[src/rtl/dvi_tmds_decoder_if.sv]
// -----------------------------------------------------------------------------
// dvi_tmds_decoder_if
// Bundles the TMDS word inputs and the decoded pixel/raster outputs of
// dvi_tmds_decoder.
//   tmds0/1/2_10bit : word-aligned 10-bit TMDS words, one per channel per clock
//   rgb, de, hsync, vsync, cx, cy : decoded pixel stream and coordinates
//   locked, token_err             : raster lock status and token error pulse
//   lock_state                    : lock FSM state (0=SEARCH 1=CHECK 2=LOCKED)
// Stream semantics: there is no valid/ready pair. The source (master) presents
// one new word per channel on every clk_pixel cycle and the decoder (slave)
// accepts it unconditionally; outputs carry one decoded word per cycle, two
// cycles after the corresponding input, with no back-pressure.
// -----------------------------------------------------------------------------
interface dvi_tmds_decoder_if #(
  parameter int BIT_WIDTH  = 12,
  parameter int BIT_HEIGHT = 11
);
  logic [9:0]            tmds0_10bit;
  logic [9:0]            tmds1_10bit;
  logic [9:0]            tmds2_10bit;
  logic [23:0]           rgb;
  logic                  de;
  logic                  hsync;
  logic                  vsync;
  logic [BIT_WIDTH-1:0]  cx;
  logic [BIT_HEIGHT-1:0] cy;
  logic                  locked;
  logic                  token_err;
  logic [1:0]            lock_state;

  modport master (
    output tmds0_10bit, tmds1_10bit, tmds2_10bit,
    input  rgb, de, hsync, vsync, cx, cy, locked, token_err, lock_state
  );

  modport slave (
    input  tmds0_10bit, tmds1_10bit, tmds2_10bit,
    output rgb, de, hsync, vsync, cx, cy, locked, token_err, lock_state
  );
endinterface

[src/rtl/dvi_tmds_decoder.sv]
// -----------------------------------------------------------------------------
// dvi_tmds_decoder
// Decodes three word-aligned TMDS channels into 24-bit RGB plus DE/HSYNC/VSYNC,
// rebuilds active pixel coordinates and locks onto a raster of the configured
// geometry (SCREEN_WIDTH x SCREEN_HEIGHT active, FRAME_WIDTH clocks per line).
// Ports:
//   clk_pixel        : pixel clock, one word per channel per cycle
//   clk_pixel_resetn : asynchronous active-low reset
//   bus (slave)      : tmds words in; rgb/de/hsync/vsync/cx/cy/locked/
//                      token_err/lock_state out (see dvi_tmds_decoder_if)
// Pipeline: stage 1 registers raw words, stage 2 registers decoded outputs,
// giving a fixed 2-cycle latency. locked is derived from the FSM register,
// which updates on the same edge as stage 2.
// -----------------------------------------------------------------------------
module dvi_tmds_decoder #(
  parameter int SCREEN_WIDTH  = 1024,
  parameter int SCREEN_HEIGHT = 768,
  parameter int FRAME_WIDTH   = 1376,
  parameter int BIT_WIDTH     = 12,
  parameter int BIT_HEIGHT    = 11,
  parameter int LOCK_FRAMES   = 2
) (
  input  logic               clk_pixel,
  input  logic               clk_pixel_resetn,
  dvi_tmds_decoder_if.slave  bus
);
  localparam logic [9:0] TOK_00 = 10'b1101010100;
  localparam logic [9:0] TOK_01 = 10'b0010101011;
  localparam logic [9:0] TOK_10 = 10'b0101010100;
  localparam logic [9:0] TOK_11 = 10'b1010101011;
  localparam int         CW     = 16;
  localparam logic [CW-1:0] CNT_MAX = '1;

  typedef enum logic [1:0] {SEARCH = 2'd0, CHECK = 2'd1, LOCKED = 2'd2} lock_state_t;

  function automatic logic is_ctl(input logic [9:0] q);
    return (q == TOK_00) || (q == TOK_01) || (q == TOK_10) || (q == TOK_11);
  endfunction

  // Returns {C1,C0}; only meaningful when is_ctl(q).
  function automatic logic [1:0] ctl_bits(input logic [9:0] q);
    logic [1:0] c;
    case (q)
      TOK_01:  c = 2'b01;
      TOK_10:  c = 2'b10;
      TOK_11:  c = 2'b11;
      default: c = 2'b00;
    endcase
    return c;
  endfunction

  function automatic logic [7:0] tmds_dec(input logic [9:0] q);
    logic [7:0] d;
    logic [7:0] o;
    d    = q[9] ? ~q[7:0] : q[7:0];
    o    = '0;
    o[0] = d[0];
    for (int i = 1; i < 8; i++) begin
      o[i] = q[8] ? (d[i] ^ d[i-1]) : ~(d[i] ^ d[i-1]);
    end
    return o;
  endfunction

  // Stage 1
  logic [9:0] w0_q, w1_q, w2_q;
  logic       v1_q;  // stage 1 holds a real word (false only right after reset)

  // Stage 2 / outputs
  logic [23:0]           rgb_q;
  logic                  de_q, hs_q, vs_q, terr_q;
  logic [BIT_WIDTH-1:0]  cx_q;
  logic [BIT_HEIGHT-1:0] cy_q;
  logic                  cy_pend_q;   // next DE rise is the first line of a frame

  // Raster measurement
  logic [CW-1:0] run_q, per_q, line_q;
  logic          first_line_q;        // period check skipped on this line
  lock_state_t   state, state_n;
  logic [3:0]    good_q, good_n;

  // Classification of the stage-1 words
  logic       ctl0, ctl1, ctl2, err_c, de_c, hs_c, vs_c;
  logic       de_rise, de_fall, vs_fall, line_bad, frame_bad, fail;

  assign ctl0  = is_ctl(w0_q);
  assign ctl1  = is_ctl(w1_q);
  assign ctl2  = is_ctl(w2_q);
  assign err_c = ctl0 ? ((w1_q != TOK_00) || (w2_q != TOK_00)) : (ctl1 || ctl2);
  assign de_c  = !ctl0;
  // Sync levels change only on control words and hold through active video.
  assign hs_c  = ctl0 ? ctl_bits(w0_q)[0] : hs_q;
  assign vs_c  = ctl0 ? ctl_bits(w0_q)[1] : vs_q;

  assign de_rise = v1_q && de_c && !de_q;
  assign de_fall = v1_q && !de_c && de_q;
  assign vs_fall = v1_q && vs_q && !vs_c;

  assign line_bad  = (de_fall && (run_q != CW'(SCREEN_WIDTH))) ||
                     (de_rise && !first_line_q && (per_q != CW'(FRAME_WIDTH)));
  assign frame_bad = vs_fall && (line_q != CW'(SCREEN_HEIGHT));
  assign fail      = (v1_q && err_c) || line_bad || frame_bad;

  always_ff @(posedge clk_pixel or negedge clk_pixel_resetn) begin
    if (!clk_pixel_resetn) begin
      w0_q <= '0;
      w1_q <= '0;
      w2_q <= '0;
      v1_q <= 1'b0;
    end else begin
      w0_q <= bus.tmds0_10bit;
      w1_q <= bus.tmds1_10bit;
      w2_q <= bus.tmds2_10bit;
      v1_q <= 1'b1;
    end
  end

  always_ff @(posedge clk_pixel or negedge clk_pixel_resetn) begin
    if (!clk_pixel_resetn) begin
      rgb_q        <= '0;
      de_q         <= 1'b0;
      hs_q         <= 1'b0;
      vs_q         <= 1'b0;
      terr_q       <= 1'b0;
      cx_q         <= '0;
      cy_q         <= '0;
      cy_pend_q    <= 1'b0;
      run_q        <= '0;
      per_q        <= '0;
      line_q       <= '0;
      first_line_q <= 1'b0;
    end else if (v1_q) begin
      de_q   <= de_c;
      hs_q   <= hs_c;
      vs_q   <= vs_c;
      terr_q <= err_c;
      if (de_c) begin
        rgb_q <= {tmds_dec(w0_q), tmds_dec(w1_q), tmds_dec(w2_q)};
        cx_q  <= de_q ? cx_q + 1'b1 : '0;
      end
      if (de_rise) begin
        cy_q      <= cy_pend_q ? '0 : cy_q + 1'b1;
        cy_pend_q <= 1'b0;
      end else if (vs_fall) begin
        cy_pend_q <= 1'b1;
      end
      // Run length of the current DE-high stretch, saturating.
      if (de_rise)                         run_q <= CW'(1);
      else if (de_c && (run_q != CNT_MAX)) run_q <= run_q + 1'b1;
      // Clocks since the last DE rise, saturating.
      if (de_rise)                per_q <= CW'(1);
      else if (per_q != CNT_MAX)  per_q <= per_q + 1'b1;
      // Active lines since the last vsync falling edge, saturating.
      if (vs_fall)                           line_q <= '0;
      else if (de_rise && (line_q != CNT_MAX)) line_q <= line_q + 1'b1;
      if (vs_fall)      first_line_q <= 1'b1;
      else if (de_rise) first_line_q <= 1'b0;
    end
  end

  always_ff @(posedge clk_pixel or negedge clk_pixel_resetn) begin
    if (!clk_pixel_resetn) begin
      state  <= SEARCH;
      good_q <= '0;
    end else begin
      state  <= state_n;
      good_q <= good_n;
    end
  end

  // A failure in the same word as a vsync falling edge takes priority, so a
  // frame that ends on a bad word never counts as good.
  always_comb begin
    state_n = state;
    good_n  = good_q;
    unique case (state)
      SEARCH: begin
        good_n = '0;
        if (vs_fall) state_n = CHECK;
      end
      CHECK, LOCKED: begin
        if (fail) begin
          state_n = SEARCH;
          good_n  = '0;
        end else if (vs_fall) begin
          if (good_q != 4'(LOCK_FRAMES)) good_n = good_q + 4'd1;
          if ((state == CHECK) && (good_n == 4'(LOCK_FRAMES))) state_n = LOCKED;
        end
      end
      default: begin
        state_n = SEARCH;
        good_n  = '0;
      end
    endcase
  end

  assign bus.rgb        = rgb_q;
  assign bus.de         = de_q;
  assign bus.hsync      = hs_q;
  assign bus.vsync      = vs_q;
  assign bus.cx         = cx_q;
  assign bus.cy         = cy_q;
  assign bus.token_err  = terr_q;
  assign bus.locked     = (state == LOCKED);
  assign bus.lock_state = state;
endmodule

[src/flat_wrapper.sv]
// flat-port wrapper written by rule: the top's interface ports become plain ports
module dvi_tmds_decoder_flat 
#(
  parameter int SCREEN_WIDTH  = 1024,
  parameter int SCREEN_HEIGHT = 768,
  parameter int FRAME_WIDTH   = 1376,
  parameter int BIT_WIDTH     = 12,
  parameter int BIT_HEIGHT    = 11,
  parameter int LOCK_FRAMES   = 2
)
  (clk_pixel, clk_pixel_resetn, bus_tmds0_10bit, bus_tmds1_10bit, bus_tmds2_10bit, bus_rgb, bus_de, bus_hsync, bus_vsync, bus_cx, bus_cy, bus_locked, bus_token_err, bus_lock_state);
  dvi_tmds_decoder_if #(.BIT_WIDTH(BIT_WIDTH), .BIT_HEIGHT(BIT_HEIGHT)) bus_i ();
  input  logic clk_pixel;
  input  logic clk_pixel_resetn;
  input wire logic [$bits(bus_i.tmds0_10bit)-1:0] bus_tmds0_10bit;
  input wire logic [$bits(bus_i.tmds1_10bit)-1:0] bus_tmds1_10bit;
  input wire logic [$bits(bus_i.tmds2_10bit)-1:0] bus_tmds2_10bit;
  output wire logic [$bits(bus_i.rgb)-1:0] bus_rgb;
  output wire logic [$bits(bus_i.de)-1:0] bus_de;
  output wire logic [$bits(bus_i.hsync)-1:0] bus_hsync;
  output wire logic [$bits(bus_i.vsync)-1:0] bus_vsync;
  output wire logic [$bits(bus_i.cx)-1:0] bus_cx;
  output wire logic [$bits(bus_i.cy)-1:0] bus_cy;
  output wire logic [$bits(bus_i.locked)-1:0] bus_locked;
  output wire logic [$bits(bus_i.token_err)-1:0] bus_token_err;
  output wire logic [$bits(bus_i.lock_state)-1:0] bus_lock_state;
  assign bus_i.tmds0_10bit = bus_tmds0_10bit;
  assign bus_i.tmds1_10bit = bus_tmds1_10bit;
  assign bus_i.tmds2_10bit = bus_tmds2_10bit;
  assign bus_rgb = bus_i.rgb;
  assign bus_de = bus_i.de;
  assign bus_hsync = bus_i.hsync;
  assign bus_vsync = bus_i.vsync;
  assign bus_cx = bus_i.cx;
  assign bus_cy = bus_i.cy;
  assign bus_locked = bus_i.locked;
  assign bus_token_err = bus_i.token_err;
  assign bus_lock_state = bus_i.lock_state;
  dvi_tmds_decoder #(.SCREEN_WIDTH(SCREEN_WIDTH), .SCREEN_HEIGHT(SCREEN_HEIGHT), .FRAME_WIDTH(FRAME_WIDTH), .BIT_WIDTH(BIT_WIDTH), .BIT_HEIGHT(BIT_HEIGHT), .LOCK_FRAMES(LOCK_FRAMES)) u_core (.clk_pixel(clk_pixel), .clk_pixel_resetn(clk_pixel_resetn), .bus(bus_i));
endmodule
[config.mk]
export PLATFORM = sky130hd
export DESIGN_NAME = dvi_tmds_decoder_flat
export DESIGN_NICKNAME = d
export VERILOG_FILES = /design/src/rtl/dvi_tmds_decoder_if.sv /design/src/rtl/dvi_tmds_decoder.sv /design/src/flat_wrapper.sv
export SDC_FILE = /design/constraint.sdc
export NUM_CORES = 1
export LEC_CHECK = 0
export CELL_PAD_IN_SITES_DETAIL_PLACEMENT = 1
export CELL_PAD_IN_SITES_GLOBAL_PLACEMENT = 2
export CORE_UTILIZATION = 38
export CTS_BUF_LIST = sky130_fd_sc_hd__clkbuf_16
export DETAILED_ROUTE_END_ITERATION = 7
export PLACE_DENSITY_LB_ADDON = 0.3
export SLEW_MARGIN = 20
export SYNTH_ARGS = -nofsm -noshare
export SYNTH_HDL_FRONTEND = slang
export SYNTH_SLANG_ARGS = --single-unit
[constraint.sdc]
create_clock -name clk_pixel -period 4.6 [get_ports clk_pixel]
set_clock_uncertainty 0.1 [all_clocks]
set_input_delay 1.38 -clock clk_pixel [delete_from_list [all_inputs] [get_ports clk_pixel]]
set_output_delay 1.38 -clock clk_pixel [all_outputs]
set_load 0.05 [all_outputs]
* After elaboration in Yosys (flattened, before gate mapping)
Index checks and enable logic that the tools add are counted.
** Storage, ports and cells
- Flip-flop bits (word level) :: 138
- Latch bits :: 0
- Bits in writable memories :: 0
- ROM bits :: 0
- Logic and storage cells :: 194
- Memories :: 0
** Operators by class
- Add/subtract/negate cells :: 6
- $mul :: 0
- Div/mod/pow operators :: 0
- Magnitude comparators :: 0
- Equal/unequal tests :: 27
- Shift operators :: 0
- Multiplexer cells :: 51
- Bitwise operators :: 46
- Reductions and logical operators :: 46
** Operators with widths (number)
- $mux W16 :: 6
- $eq A10 B10 Y1 const B :: 6
- $add A16 B1 Y16 const B :: 3
- $ne A16 B16 Y1 const B :: 3
- $ne A16 B11 Y1 const B :: 2
- $eq A10 B8 Y1 const B :: 3
- $eq A10 B9 Y1 const B :: 3
- $mux W4 :: 7
- $mux W1 :: 27
- $mux W8 :: 3
- $not A8 Y8 :: 3
- $not A1 Y1 :: 22
- $xor A1 B1 Y1 :: 21
- $ne A10 B10 Y1 const B :: 2
- $ne A16 B10 Y1 const B :: 1
- $logic_and A1 B1 Y1 :: 14
- $logic_or A1 B1 Y1 :: 14
- $reduce_and A2 Y1 :: 7
- $add A12 B1 Y12 const B :: 1
- $mux W12 :: 1
- $add A11 B1 Y11 const B :: 1
- $mux W11 :: 1
- $mux W2 :: 4
- $reduce_bool A2 Y1 :: 4
- 13 further kinds :: 17

* Longest topological paths before layout
Gate-level depths: netlist of run 1.
- Word-level depth :: 20
- Mapped depth :: 9
- Depth with buffers taken out :: 8

* Worst setup path before layout of run 1
OpenSTA, ideal clock, no wires.
- Kind :: reg-to-output
- From :: reg u_core.state[1] (netlist: u_core.bus.lock_state[1])
- To :: out bus_locked
- Arrival time :: 1.242 ns
- Required time :: 3.120 ns
- Slack :: 1.878 ns
- Cell stages (with the launch flop) :: 2
- Buffers on the path :: 0
- Path through :: dfrtp_1 -> ha_1
** Between the ends
- Cells in the longest elaborated chain, start to end :: 1
** RTL lines
- start: declaration :: RTL line dvi_tmds_decoder.sv:78 : lock_state_t state, state_n;
- start signal: assignment :: RTL line dvi_tmds_decoder.sv:165 : state <= state_n;
- $eq A2 B2 Y1 :: RTL line dvi_tmds_decoder.sv:203 : assign bus.locked = (state == LOCKED);
- end: declaration :: RTL line flat_wrapper.sv:24 : output wire logic [$bits(bus_i.locked)-1:0] bus_locked;
Every way passes these cells.

* Final worst setup path of run 1
- From :: reg u_core.state[0] (netlist: u_core.bus.lock_state[0])
- To :: out bus_locked
The elaborated chain is that of the path after synthesis.

==> results.json, run 1 <==
{
  "grt_pass1_wl_um": 30000,
  "p_seq_share_pct": 40.4,
  "critPathKind": "flip-flop to output pin",
  "fmax_mhz": 290,
  "combPwrFrac_pct": 19.6,
  "ys_seq_area_share_pct": 49.9,
  "design_area_um2": 8610,
  "power_frac_clock_pct": 40.0,
  "syn_to_final_growth_pct": 24.4,
  "ys.flop_type": "dfrtp_1",
  "min_period_ns": 3.45,
  "synth_edf_count": 0,
  "required_ns": 3.12,
  "tritoncts": "built",
  "dieHeight_um": 137,
  "fin_util_pct": 49.1,
  "min_path_cells": 2,
  "cts-resized-gates": 0,
  "maxCapViolCount": 0,
  "grt_pass1_vias": 5941,
  "start_kind": "flip-flop",
  "reg2reg_from": "u_core.w0_q[8]",
  "overflow": 0,
  "first_iter_violations": 275,
  "numPortBuffers": 85,
  "clkTransAtPathRegs_ns": 0.06,
  "synth_cells": 700,
  "cts_max_path_buffers": 2,
  "nets": 845,
  "reg2reg_to": "u_core.line_q[6]",
  "initial_utilization_pct": 39.4,
  "power.net_switching_uw": 1160,
  "insertedDiodeCount": 0,
  "drt_pass1_iterations": 4,
  "setup_viol": 0,
  "rsz0062_at_grt": "no",
  "hold_start": "u_core.first_line_q",
  "cts_root_buffer": "clkbuf_16",
  "drv_slew": 0,
  "hpwlAfterDp_um": 12200,
  "ys_warn_count": 0,
  "ant_nets": 0,
  "intPower_uw": 2460,
  "wl_um": 17900,
  "peakVddDrop_v": 0.000235,
  "vias_per_cell": 5.32,
  "crit_start": "u_core.bus.lock_state[0]",
  "tightest_slew_ns": 0.956,
  "cts_buffers": 17,
  "cts_setup_buffers": 0,
  "r2r_cells": 7,
  "grt_max_degree": 71,
  "status": "complete, no violations",
  "grtUsageTotal_pct": 20.8,
  "layout-drive-gt1-share_pct": 6.41,
  "hold_violations": 0,
  "place_congestion": 0.787,
  "min_path_type": "flip-flop to flip-flop",
  "cts_hold_buf": 0,
  "pwr_density_cell_nw_per_um2": 420,
  "post_drt_wl_per_cell_um": 17.5,
  "swShare_pct": 32.1,
  "htreeDepth": 4,
  "clk_latency_ns": 0.42,
  "hold_end": "u_core.first_line_q",
  "yosys.cell_count.top_type": "dfrtp_1",
  "yosysTopAreaCell": "dfrtp_1",
  "num_vias": 5432,
  "synth_nets": 762,
  "multi_input_area_um2": 3210,
  "whs_ns": 0.369,
  "synth_top_area_share_pct": 49.9,
  "total_leakage_power_uw": 0.00373,
  "nFillCells": 1970,
  "rows": 48,
  "drc": 0,
  "critPathMaxFanout": 4,
  "antenna_found_initial": 0,
  "synth_commonest_cells": "dfrtp_1 (138), nand2_1 (68), nor2_1 (57)",
  "relSlewSlack_pct": 35.6,
  "ys_top_cells_by_area": "dfrtp_1 (50%), xnor2_1 (5.4%), ha_1 (5.4%), xor2_1 (4.2%), nand2_1 (3.7%)",
  "endpoint_kind": "output pin",
  "synth.avg_cell_area_um2": 9.88,
  "synth.distinct_cells": 60,
  "syn_area_um2": 6920,
  "worstPathArrival_ns": 1.97,
  "regArea_um2": 3450,
  "dpl_cell_area_um2": 7990,
  "final.setup.tns_ns": 0,
  "io_pins": 86,
  "synth-seq-cells": 138,
  "die_w_um": 137,
  "fin_crit_sh_pct": 75.0,
  "core-area_um2": 17500,
  "async_flop_share_pct": 100,
  "cts.sinks": 138,
  "dieArea_um2": 18700,
  "r2r_slack_ns": 2.00
}
worst max path at each step:
stage / to / slack, ns / depth (start not counted)
finish: bus_locked / 1.15 / 3
global route: bus_de / 1.04 / 1
CTS: bus_de / 1.10 / 1
detailed placement: bus_de / 1.56 / 1
global placement: bus_de / 1.60 / 1
floorplan: bus_locked / 1.88 / 1
critical path, stage by stage, from the launching register on:
cell and delay [ns]:
dfrtp_1 0.41, inv_1 0.13, ha_1 0.20, clkdlybuf4s50_1 0.81
registers in the layout (all words and copies together) (netlist names), 2 cells and up:
register and flops:
u_core.w0_q 10, u_core.bus.cy 11, u_core.run_q 16, u_core.bus.cx 12, u_core.bus.rgb 24, u_core.bus.lock_state 2, u_core.w2_q 10, u_core.good_q 4
u_core.per_q 16, u_core.w1_q 10, u_core.line_q 16
stage by stage:
stage / setup slack [ns] / total power (uW) / instances
floorplan: 1.88 / 1910 / 700
global placement: 1.60 / 2160 / 989
global route: 1.04 / 3780 / 1021
finish: 1.15 / 3620 / 1021
CTS: 1.10 / 3660 / 1021
detailed placement: 1.56 / 2190 / 989
layout by cell type, fill, tap and decap left out, types with 3 or more instances in the layout:
cell type          n
dfrtp_1          138
clkdlybuf4s50_1   84
nand2_1           68
nor2_1            57
o21ai_0           48
xnor2_1           43
nand3_1           40
inv_1             35
xor2_1            33
ha_1              30
nand4_1           25
a21oi_1           21
and3_1            17
clkbuf_16         17
nor3_1            15
nor4_1            11
o31ai_1           10
nor3b_1            6
and2_1             6
or4_1              6
buf_4              6
or3_1              5
inv_6              5
clkinvlp_4         4
and4_1             3
or2_2              3
o211ai_1           3
a221oi_1           3
bufinv_16          3
kinds of logic (layout without fill, tap and decap cells):
family / count (synthesis) / in the layout / share of synthesized area [%]
AOI/OAI and AO/OA: 105 / 105 / 9.21
xor gates and xnor gates: 76 / 76 / 9.63
adders and majority gates: 30 / 30 / 5.43
buffers and inverters: 64 / 160 / 3.78
DFF: 138 / 138 / 49.9
muxes: 3 / 3 / 0.452
other: 1 / 1 / 0.0542
and+or+nand+nor: 283 / 283 / 21.5
per-layer routing:
layer  global-route usage, %  share of wire (%)  vias up
met5                       0                  0        -
met4                    6.29                1.1        0
met3                    5.41                4.1       20
met2                    35.7                 51       95
met1                    25.6                 44     2728
li1                        -                  -     2589
area by class of cell:
class                      count  share of cell area, %
clock buffer                  17                   4.94
clock inverter                15                   2.18
timing repair buffer          92                   10.7
tap                          225                   3.27
sequential                   138                   40.1
inverter                      36                   1.57
multi-input combinational    498                   37.2
power groups by stage:
stage | clock network, uW | logic [uW] | registers (uW)
floorplan | 0 | 264 | 1650
global placement | 0 | 691 | 1470
detailed placement | 0 | 713 | 1480
CTS | 1470 | 721 | 1460
global route | 1530 | 778 | 1480
finish | 1450 | 709 | 1460
(Power assumes the default switching activity.)
==> inputs of run 2 (changes only) <==
--- a/config.mk
+++ b/config.mk
@@ -7,7 +7,7 @@
 export LEC_CHECK = 0
 export CELL_PAD_IN_SITES_DETAIL_PLACEMENT = 1
 export CELL_PAD_IN_SITES_GLOBAL_PLACEMENT = 2
-export CORE_UTILIZATION = 38
+export CORE_UTILIZATION = 32
 export CTS_BUF_LIST = sky130_fd_sc_hd__clkbuf_16
 export DETAILED_ROUTE_END_ITERATION = 7
 export PLACE_DENSITY_LB_ADDON = 0.3
==> constraint.sdc (replaced) <==
create_clock -name clk_pixel -period 3.11 [get_ports clk_pixel]
set_clock_uncertainty 0.1 [all_clocks]
set_input_delay 0.933 -clock clk_pixel [delete_from_list [all_inputs] [get_ports clk_pixel]]
set_output_delay 0.933 -clock clk_pixel [all_outputs]
set_load 0.05 [all_outputs]
==> results.json, run 2 (same netlist as run 1, synthesis figures left out) <==
{
  "grtUsageTotal_pct": 17.3,
  "dpl_cell_area_um2": 8130,
  "first_iter_violations": 216,
  "core-area_um2": 21100,
  "place_congestion": 0.770,
  "grt_max_degree": 91,
  "syn_to_final_growth_pct": 25.3,
  "path_cells": "inv_1 > ha_1 > clkdlybuf4s50_1",
  "setup_viol": 0,
  "largest_register_ffs": 24,
  "fmax_mhz": 332,
  "cts.sinks": 138,
  "overflow": 0,
  "r2r_slack_ns": 0.58,
  "hold_violations": 0,
  "design_area_um2": 8660,
  "tritoncts": "built",
  "peakVddDrop_v": 0.000386,
  "crit_start": "u_core.bus.lock_state[0]",
  "numPortBuffers": 85,
  "clkTransAtPathRegs_ns": 0.06,
  "crit_cells": 3,
  "cts-resized-gates": 0,
  "reg2reg_to": "u_core.bus.lock_state[0]",
  "dieHeight_um": 149,
  "maxCapViolCount": 0,
  "hpwlAfterDp_um": 12700,
  "total_leakage_power_uw": 0.00375,
  "required_ns": 2.08,
  "nFillCells": 2417,
  "layout-drive-gt1-share_pct": 6.72,
  "critPathMaxFanout": 4,
  "final_common_cell": "dfrtp_1",
  "crit_family": "buffers and inverters",
  "io_pins": 86,
  "nets": 853,
  "dieArea_um2": 22200,
  "drc": 0,
  "start_kind": "flip-flop",
  "reg2reg_from": "u_core.run_q[12]",
  "insertedDiodeCount": 0,
  "rsz0062_at_grt": "no",
  "clk_latency_ns": 0.42,
  "relSlewSlack_pct": 51.4,
  "ant_nets": 0,
  "tightest_slew_ns": 0.728,
  "drt_pass1_iterations": 4,
  "die_w_um": 149,
  "drv_slew": 0,
  "cts_hold_buf": 0,
  "antenna_found_initial": 0,
  "critPathKind": "flip-flop to output pin",
  "min_path_type": "input pin to asynchronous set/reset pin",
  "crit_path_top_delay_cell": "clkdlybuf4s50_1",
  "final_cell_mix": "dfrtp_1 (138), clkdlybuf4s50_1 (84), nand2_1 (68), nor2_1 (57), o21ai_0 (48)",
  "worstPathArrival_ns": 1.98,
  "initial_utilization_pct": 32.8,
  "rows": 53,
  "endpoint_kind": "output pin",
  "critPathBufInv": 2,
  "cts_max_path_buffers": 2,
  "worst_path_largest_cell_delay_ns": 0.81,
  "wl_um": 17800,
  "status": "complete, no violations",
  "fin_crit_sh_pct": 96.8,
  "vias_per_cell": 5.03,
  "num_vias": 5421,
  "cts_root_buffer": "clkbuf_16",
  "post_drt_wl_per_cell_um": 16.5,
  "htreeDepth": 4,
  "cts_buffers": 17,
  "r2r_cells": 6,
  "grt_pass1_wl_um": 30100,
  "grt_pass1_vias": 5923,
  "min_period_ns": 3.01,
  "cts_setup_buffers": 0,
  "final.setup.tns_ns": 0,
  "pwr_density_cell_nw_per_um2": 585
}
run 2: routing by layer:
metal	routed length (um)	track usage [%]
met5	0	0
met4	243	5.61
met3	580	4.13
met2	8620	28.7
met1	8340	22.0
run 2: how the worst max path moves through the flow:
| stage | endpoint | slack (ns) |
|---|---|---|
| after global routing | bus_locked | 0.03 |
| final | bus_locked | 0.1 |
| after global placement | bus_locked | 0.59 |
| after CTS | bus_locked | 0.08 |
| after floorplan | bus_locked | 0.84 |
| after detailed placement | bus_locked | 0.54 |
run 2: final cells by class:
type,count,area [um^2],area share [%]
Clock buffer,17,425,4.91
Clock inverter,14,109,1.26
Inverter,36,135,1.56
Multi-Input combinational cell,498,3210,37.0
Sequential cell,138,3450,39.9
Tap cell,275,344,3.97
Timing Repair Buffer,100,990,11.4
run 2: power by group:
group	switching (uW)	internal, uW
clock network	771	1080
logic	657	395
registers	200	1970
run 2: per-stage QoR:
| step | hold slack [ns] | setup WS, ns | instances | power (uW) | utilization, % |
|---|---|---|---|---|---|
| after floorplan | 0.339 | 0.835 | 700 | 2820 | - |
| after global placement | 0.352 | 0.590 | 1047 | 3210 | 38.5 |
| after detailed placement | 0.359 | 0.538 | 1047 | 3260 | 38.5 |
| after CTS | 0.209 | 0.0768 | 1078 | 5140 | 41.1 |
| after global routing | 0.209 | 0.0272 | 1078 | 5320 | 41.1 |
| final | 0.224 | 0.0985 | 1078 | 5070 | 41.1 |
